`src/rtl/mat_pkg.sv`:
```
// Shared types and constants for the 3x3 signed-nibble matrix operand path.
// Element (r,c) of a packed matrix word lives at bit offset ELEM_W*(N*r+c).
package mat_pkg;

    localparam int ELEM_W   = 4;
    localparam int N        = 3;
    localparam int MAT_W    = N * N * ELEM_W;
    localparam int IDX_W    = 4;
    localparam int LAST_IDX = N * N - 1;

    typedef enum logic [1:0] {
        LOAD_A = 2'd0,
        LOAD_B = 2'd1,
        HOLD   = 2'd2
    } state_e;

    function automatic logic [5:0] slot_lsb(input logic [IDX_W-1:0] idx);
        return 6'(ELEM_W) * {2'b00, idx};
    endfunction

endpackage

```
`src/rtl/mat_elem_reg.sv`:
```
// Nine-slot write-indexed element register file with a flat packed matrix output.
// Latency: a write is visible on mat_o the cycle after wr_en_i.
// Backpressure: none; every write is taken.
module mat_elem_reg
    import mat_pkg::*;
(
    input  logic              clk,
    input  logic              rst_n,
    input  logic              wr_en_i,
    input  logic [IDX_W-1:0]  wr_idx_i,
    input  logic [ELEM_W-1:0] wr_dat_i,
    output logic [MAT_W-1:0]  mat_o
);

    logic [MAT_W-1:0] mat_q;

    always_ff @(posedge clk or negedge rst_n) begin
        if (!rst_n) begin
            mat_q <= '0;
        end else if (wr_en_i) begin
            mat_q[slot_lsb(wr_idx_i) +: ELEM_W] <= wr_dat_i;
        end
    end

    assign mat_o = mat_q;

endmodule

```
`src/rtl/mat_operand_loader.sv`:
```
// Packs a serial stream of 18 signed nibbles (A then B, row-major) into an operand pair.
// Latency: out_valid rises the cycle after the 18th accept; 19-cycle minimum frame period.
// Backpressure: in_ready drops while a pair is held; optional abort via MAT_OPERAND_LOADER_ABORT_EN.
module mat_operand_loader
    import mat_pkg::*;
(
    input  logic              clk,
    input  logic              rst_n,
    input  logic              in_valid,
    output logic              in_ready,
    input  logic [ELEM_W-1:0] in_data,
    input  logic              in_last,
    output logic              out_valid,
    input  logic              out_ready,
`ifdef MAT_OPERAND_LOADER_ABORT_EN
    input  logic              abort,
`endif
    output logic [MAT_W-1:0]  a_out,
    output logic [MAT_W-1:0]  b_out,
    output logic              err
);

    state_e             state_q;
    logic [IDX_W-1:0]   idx_q;
    logic               in_ready_q;
    logic               out_valid_q;
    logic               err_q;
    logic [MAT_W-1:0]   a_out_q;
    logic [MAT_W-1:0]   b_out_q;

    logic               abort_w;
    logic               accept;
    logic               idx_last;
    logic               a_wr;
    logic               b_wr;
    logic [MAT_W-1:0]   a_mat;
    logic [MAT_W-1:0]   b_mat;

`ifdef MAT_OPERAND_LOADER_ABORT_EN
    assign abort_w = abort;
`else
    assign abort_w = 1'b0;
`endif

    assign accept   = in_valid && in_ready_q && !abort_w;
    assign idx_last = (idx_q == IDX_W'(LAST_IDX));
    assign a_wr     = accept && (state_q == LOAD_A);
    assign b_wr     = accept && (state_q == LOAD_B);

    mat_elem_reg u_a_shadow (
        .clk      (clk),
        .rst_n    (rst_n),
        .wr_en_i  (a_wr),
        .wr_idx_i (idx_q),
        .wr_dat_i (in_data),
        .mat_o    (a_mat)
    );

    mat_elem_reg u_b_shadow (
        .clk      (clk),
        .rst_n    (rst_n),
        .wr_en_i  (b_wr),
        .wr_idx_i (idx_q),
        .wr_dat_i (in_data),
        .mat_o    (b_mat)
    );

    always_ff @(posedge clk or negedge rst_n) begin
        if (!rst_n) begin
            state_q     <= LOAD_A;
            idx_q       <= '0;
            in_ready_q  <= 1'b0;
            out_valid_q <= 1'b0;
            err_q       <= 1'b0;
            a_out_q     <= '0;
            b_out_q     <= '0;
        end else begin
            err_q <= 1'b0;
            if (abort_w) begin
                state_q     <= LOAD_A;
                idx_q       <= '0;
                out_valid_q <= 1'b0;
                in_ready_q  <= 1'b1;
            end else begin
                case (state_q)
                    LOAD_A: begin
                        in_ready_q <= 1'b1;
                        if (accept) begin
                            if (in_last) begin
                                err_q <= 1'b1;
                                idx_q <= '0;
                            end else if (idx_last) begin
                                state_q <= LOAD_B;
                                idx_q   <= '0;
                            end else begin
                                idx_q <= idx_q + 1'b1;
                            end
                        end
                    end
                    LOAD_B: begin
                        in_ready_q <= 1'b1;
                        if (accept) begin
                            if (idx_last && in_last) begin
                                // Final B slot bypasses its shadow so the pair lands in one edge.
                                state_q     <= HOLD;
                                idx_q       <= '0;
                                in_ready_q  <= 1'b0;
                                out_valid_q <= 1'b1;
                                a_out_q     <= a_mat;
                                b_out_q     <= {in_data, b_mat[MAT_W-ELEM_W-1:0]};
                            end else if (idx_last || in_last) begin
                                state_q <= LOAD_A;
                                idx_q   <= '0;
                                err_q   <= 1'b1;
                            end else begin
                                idx_q <= idx_q + 1'b1;
                            end
                        end
                    end
                    HOLD: begin
                        if (out_ready) begin
                            state_q     <= LOAD_A;
                            idx_q       <= '0;
                            out_valid_q <= 1'b0;
                            in_ready_q  <= 1'b1;
                        end
                    end
                    default: begin
                        state_q <= LOAD_A;
                        idx_q   <= '0;
                    end
                endcase
            end
        end
    end

    assign in_ready  = in_ready_q;
    assign out_valid = out_valid_q;
    assign err       = err_q;
    assign a_out     = a_out_q;
    assign b_out     = b_out_q;

endmodule

```
`config.mk`:
```
export PLATFORM = sky130hd
export DESIGN_NAME = mat_operand_loader
export DESIGN_NICKNAME = d
export VERILOG_FILES = /design/src/rtl/mat_pkg.sv /design/src/rtl/mat_elem_reg.sv /design/src/rtl/mat_operand_loader.sv
export SDC_FILE = /design/constraint.sdc
export NUM_CORES = 1
export LEC_CHECK = 0
export ABC_AREA = 1
export BUFFER_PORTS_ARGS = -buffer_cell sky130_fd_sc_hd__buf_2
export CAP_MARGIN = 20
export CORE_MARGIN = 4
export CORE_UTILIZATION = 40
export DETAILED_ROUTE_END_ITERATION = 12
export GPL_TIMING_DRIVEN = 1
export PLACE_DENSITY = 0.63
export SYNTH_ARGS = -nofsm -noshare
export SYNTH_HDL_FRONTEND = slang
export SYNTH_SLANG_ARGS = --single-unit
export TNS_END_PERCENT = 5
```
`constraint.sdc`:
```
create_clock -name clk -period 2.79 [get_ports clk]
set_clock_uncertainty 0.2 [all_clocks]
set_input_delay 0.558 -clock clk [delete_from_list [all_inputs] [get_ports clk]]
set_output_delay 0.558 -clock clk [all_outputs]
set_load 0.005 [all_outputs]
```
==> impl_metrics.ini <==
[job]
timing.max_cap.violations = 0

[cts]
clkTransAtPathRegs_ns = 0.06
cts_made_buffers = 17
tritoncts = yes
cts.repair_timing.setup_buffer_count = 0
clock_sink_count = 149
clock_path_buffers = 2
clock_tree.htree_level_count = 4
clkLatencyLatePin_ns = 0.43
clockRootBuffer = sky130_fd_sc_hd__clkbuf_16

[route]
detail_route.drc_violations = 0
detailedRoute.firstIterationViolations = 383
dr_total_vias = 4979
finalWirelength_um = 15000
drt-vias-per-instance = 4.91
routedWlPerCell_um = 14.8
final_antenna_net_count = 0
detailed_routing_iteration_count_for_the_pre_antenna_repair_pass = 4

[floorplanning]
std_cell_rows = 45
start_util = 0.410
die_y_um = 133
core_um2 = 15300
top_level_ports = 84
design.die.area_um2 = 17700
dieWidth_um = 133

[yosys]
yosys.cell_types.count = 24
synth.cells.most_frequent = sky130_fd_sc_hd__nand2_1 (281), sky130_fd_sc_hd__dfrtp_1 (149), sky130_fd_sc_hd__nand3_1 (105)
post_synthesis_cell_count = 713
synth_ff_type = sky130_fd_sc_hd__dfrtp_1
synth_largest_type_area_fraction = 0.596
synthesized_flop_and_latch_total = 149
synth.yosys.warnings = 0
edff_count_synth = 0
synthMostInstantiatedCell = sky130_fd_sc_hd__nand2_1
synth.yosys.seq_area_share = 0.596
synth_async_sr_flop_share = 1.00
postSynthNetCount = 727
average_cell_area_after_synthesis_um2 = 8.77
synth.largest_area_cell = sky130_fd_sc_hd__dfrtp_1
synth.top_cells.by_area = sky130_fd_sc_hd__dfrtp_1 (60%), sky130_fd_sc_hd__nand2_1 (17%), sky130_fd_sc_hd__nand3_1 (8.4%)
synth.cell_area_um2 = 6250

[placed_design]
dpl-instance-area_um2 = 6900
placement.setup.worst_slack_ns = 0.280
hpwlAfterDp_um = 9990
placed_cells = 982
io_buffers = 83
globalplace.congestion = 0.800

[sta]
fin_max_slew_vios = 0
rsz_0062_raised_after_global_routing = no
hold-worst-slack_ns = 0.239
max_freq_mhz = 392
layout_worst_path_cycle_share = 0.915
postLayoutSetupSlackWorst_ns = 0.238
slew-limit-headroom = 0.568
setup_total_negative_slack_ns = 0
final_hold_viol_count = 0
final_critical_period_ns = 2.55
max_slew.worst_pin.slew_ns = 0.643
setup_viol_count_final = 0

[global_route]
use_met3 = 0.0483
met1_usage = 0.243
antenna_violations_before_repair = 0
global_route.usage.total = 0.176
number_of_global_route_vias_before_repair = 4774
grtUsageMet2 = 0.265
grt_pass1_wl_um = 24900
global_route.overflow_total = 0
pin_count_of_the_biggest_net_entering_global_routing = 75
grt.busiest_layer = met2

[worst_setup_path]
r2r_slack_ns = 0.24
timing.critical_path.cells = inv_1 -> ha_1 -> nand3_1 -> inv_1 -> ha_2 -> buf_12 -> o21ai_0 -> nand2_1 -> o21ai_0
worstPathMaxFanout = 66
critical_path_required_ns = 2.89
cp_slowest_stage_delay_ns = 0.43
critPathKind = register to register
launching_element_type_of_the_critical_path = register
slowest_stage = sky130_fd_sc_hd__dfrtp_1
signal_arrival_time_at_the_worst_endpoint_ns = 2.65
setup.worst_path.end_class = register

[power_and_ir_drop]
leakage_nw = 4.21
vdd_ir_drop_max_mv = 0.463
power.density_cell_area_nw_per_um2 = 799

[hold_path]
kind_of_path_behind_the_tightest_hold_check = input pin to register

[cells_and_area]
synthToLayoutAreaGrowth_pct = 21.0
post-route-cell-area_um2 = 7570
nNetsFinal = 805
drive_gt1_frac = 0.172
fillerInstances = 1463
antenna-diode-count = 0
finalNonFillerCells = 1015

[status]
status = finished, final reports clean
## per-layer routing
metal,wire length [µm],up-vias
li1,-,2481
met1,6960,2346
met2,6870,122
met3,810,30
met4,393,0
met5,0,-
## metrics by stage
stage | utilization | power (W)
3_5_place_dp | 0.452 | 0.00355
4_1_cts | 0.496 | 0.00609
3_3_place_gp | 0.452 | 0.00353
5_1_grt | 0.496 | 0.00635
6_report | 0.496 | 0.00604
2_1_floorplan | - | 0.00327
## kinds of logic after synthesis
family / after synthesis / synth area share
buf+inv: 75 / 0.0514
flops: 149 / 0.596
compound gates: 42 / 0.0344
fa+ha+maj: 5 / 0.0100
simple gates: 441 / 0.307
xor+xnor: 1 / 0.00140
## state kept, by name, summed over array words and instances (netlist names), 2 cells and up
register / count
u_b_shadow.mat_o: 32
a_out: 36
u_a_shadow.mat_o: 36
b_out: 36
state_q: 2
idx_q: 4
## cell type report
| type | count | area, µm² | area share |
|---|---|---|---|
| inverters | 42 | 158 | 0.0208 |
| clock inverters | 8 | 170 | 0.0225 |
| multi-input cells | 489 | 2210 | 0.292 |
| flip-flops and latches | 149 | 3730 | 0.493 |
| repair buffers | 92 | 554 | 0.0733 |
| clock buffers | 24 | 482 | 0.0637 |
| well taps | 211 | 264 | 0.0349 |
## what timing repair did
action | CTS | global route
endpoints found under the hold margin | 45 | 0
gates resized for setup | 0 | 0
hold buffers | 1 | 0
## power by group
part	switching (W)	internal, W
sequential	0.000126	0.00235
clock	0.000864	0.00166
combinational	0.000780	0.000262
## critical path, delay by kind of cell (launching register included)
kind | cells | cell delay [ns]
fa+ha+maj | 2 | 0.50
buf+inv | 3 | 0.69
compound gates | 2 | 0.26
flops | 1 | 0.43
simple gates | 2 | 0.33
## placed cells by master, fill, tap and decap left out, types with 5 or more instances in the layout
cell | synthesis | final
sky130_fd_sc_hd__clkbuf_16 | 0 | 17
sky130_fd_sc_hd__buf_12 | 0 | 5
sky130_fd_sc_hd__nand3_1 | 105 | 105
sky130_fd_sc_hd__nand4_1 | 24 | 24
sky130_fd_sc_hd__nor2_1 | 11 | 11
sky130_fd_sc_hd__o21ai_1 | 15 | 15
sky130_fd_sc_hd__nor3_1 | 10 | 10
sky130_fd_sc_hd__buf_2 | 17 | 82
sky130_fd_sc_hd__o21ai_0 | 23 | 23
sky130_fd_sc_hd__inv_2 | 7 | 7
sky130_fd_sc_hd__bufinv_16 | 0 | 5
sky130_fd_sc_hd__dfrtp_1 | 149 | 149
sky130_fd_sc_hd__nand2_1 | 281 | 280
sky130_fd_sc_hd__inv_1 | 35 | 35
## path summary, 6_finish.rpt
path,from,cells past startpoint,end
hold / removal,out_ready,4,state_q[1]$_DFFE_PN0P_
max in group asynchronous,rst_n,3,u_a_shadow.mat_o[34]$_DFFE_PN0P_
min in group asynchronous,rst_n,2,b_out[9]$_DFFE_PN0P_
setup / recovery,idx_q[0]$_DFFE_PN0P_,9,idx_q[0]$_DFFE_PN0P_
hold reg to reg,a_out[0]$_DFFE_PN0P_,2,a_out[0]$_DFFE_PN0P_
setup reg to reg,idx_q[0]$_DFFE_PN0P_,9,idx_q[0]$_DFFE_PN0P_
(Power assumes the default switching activity.)
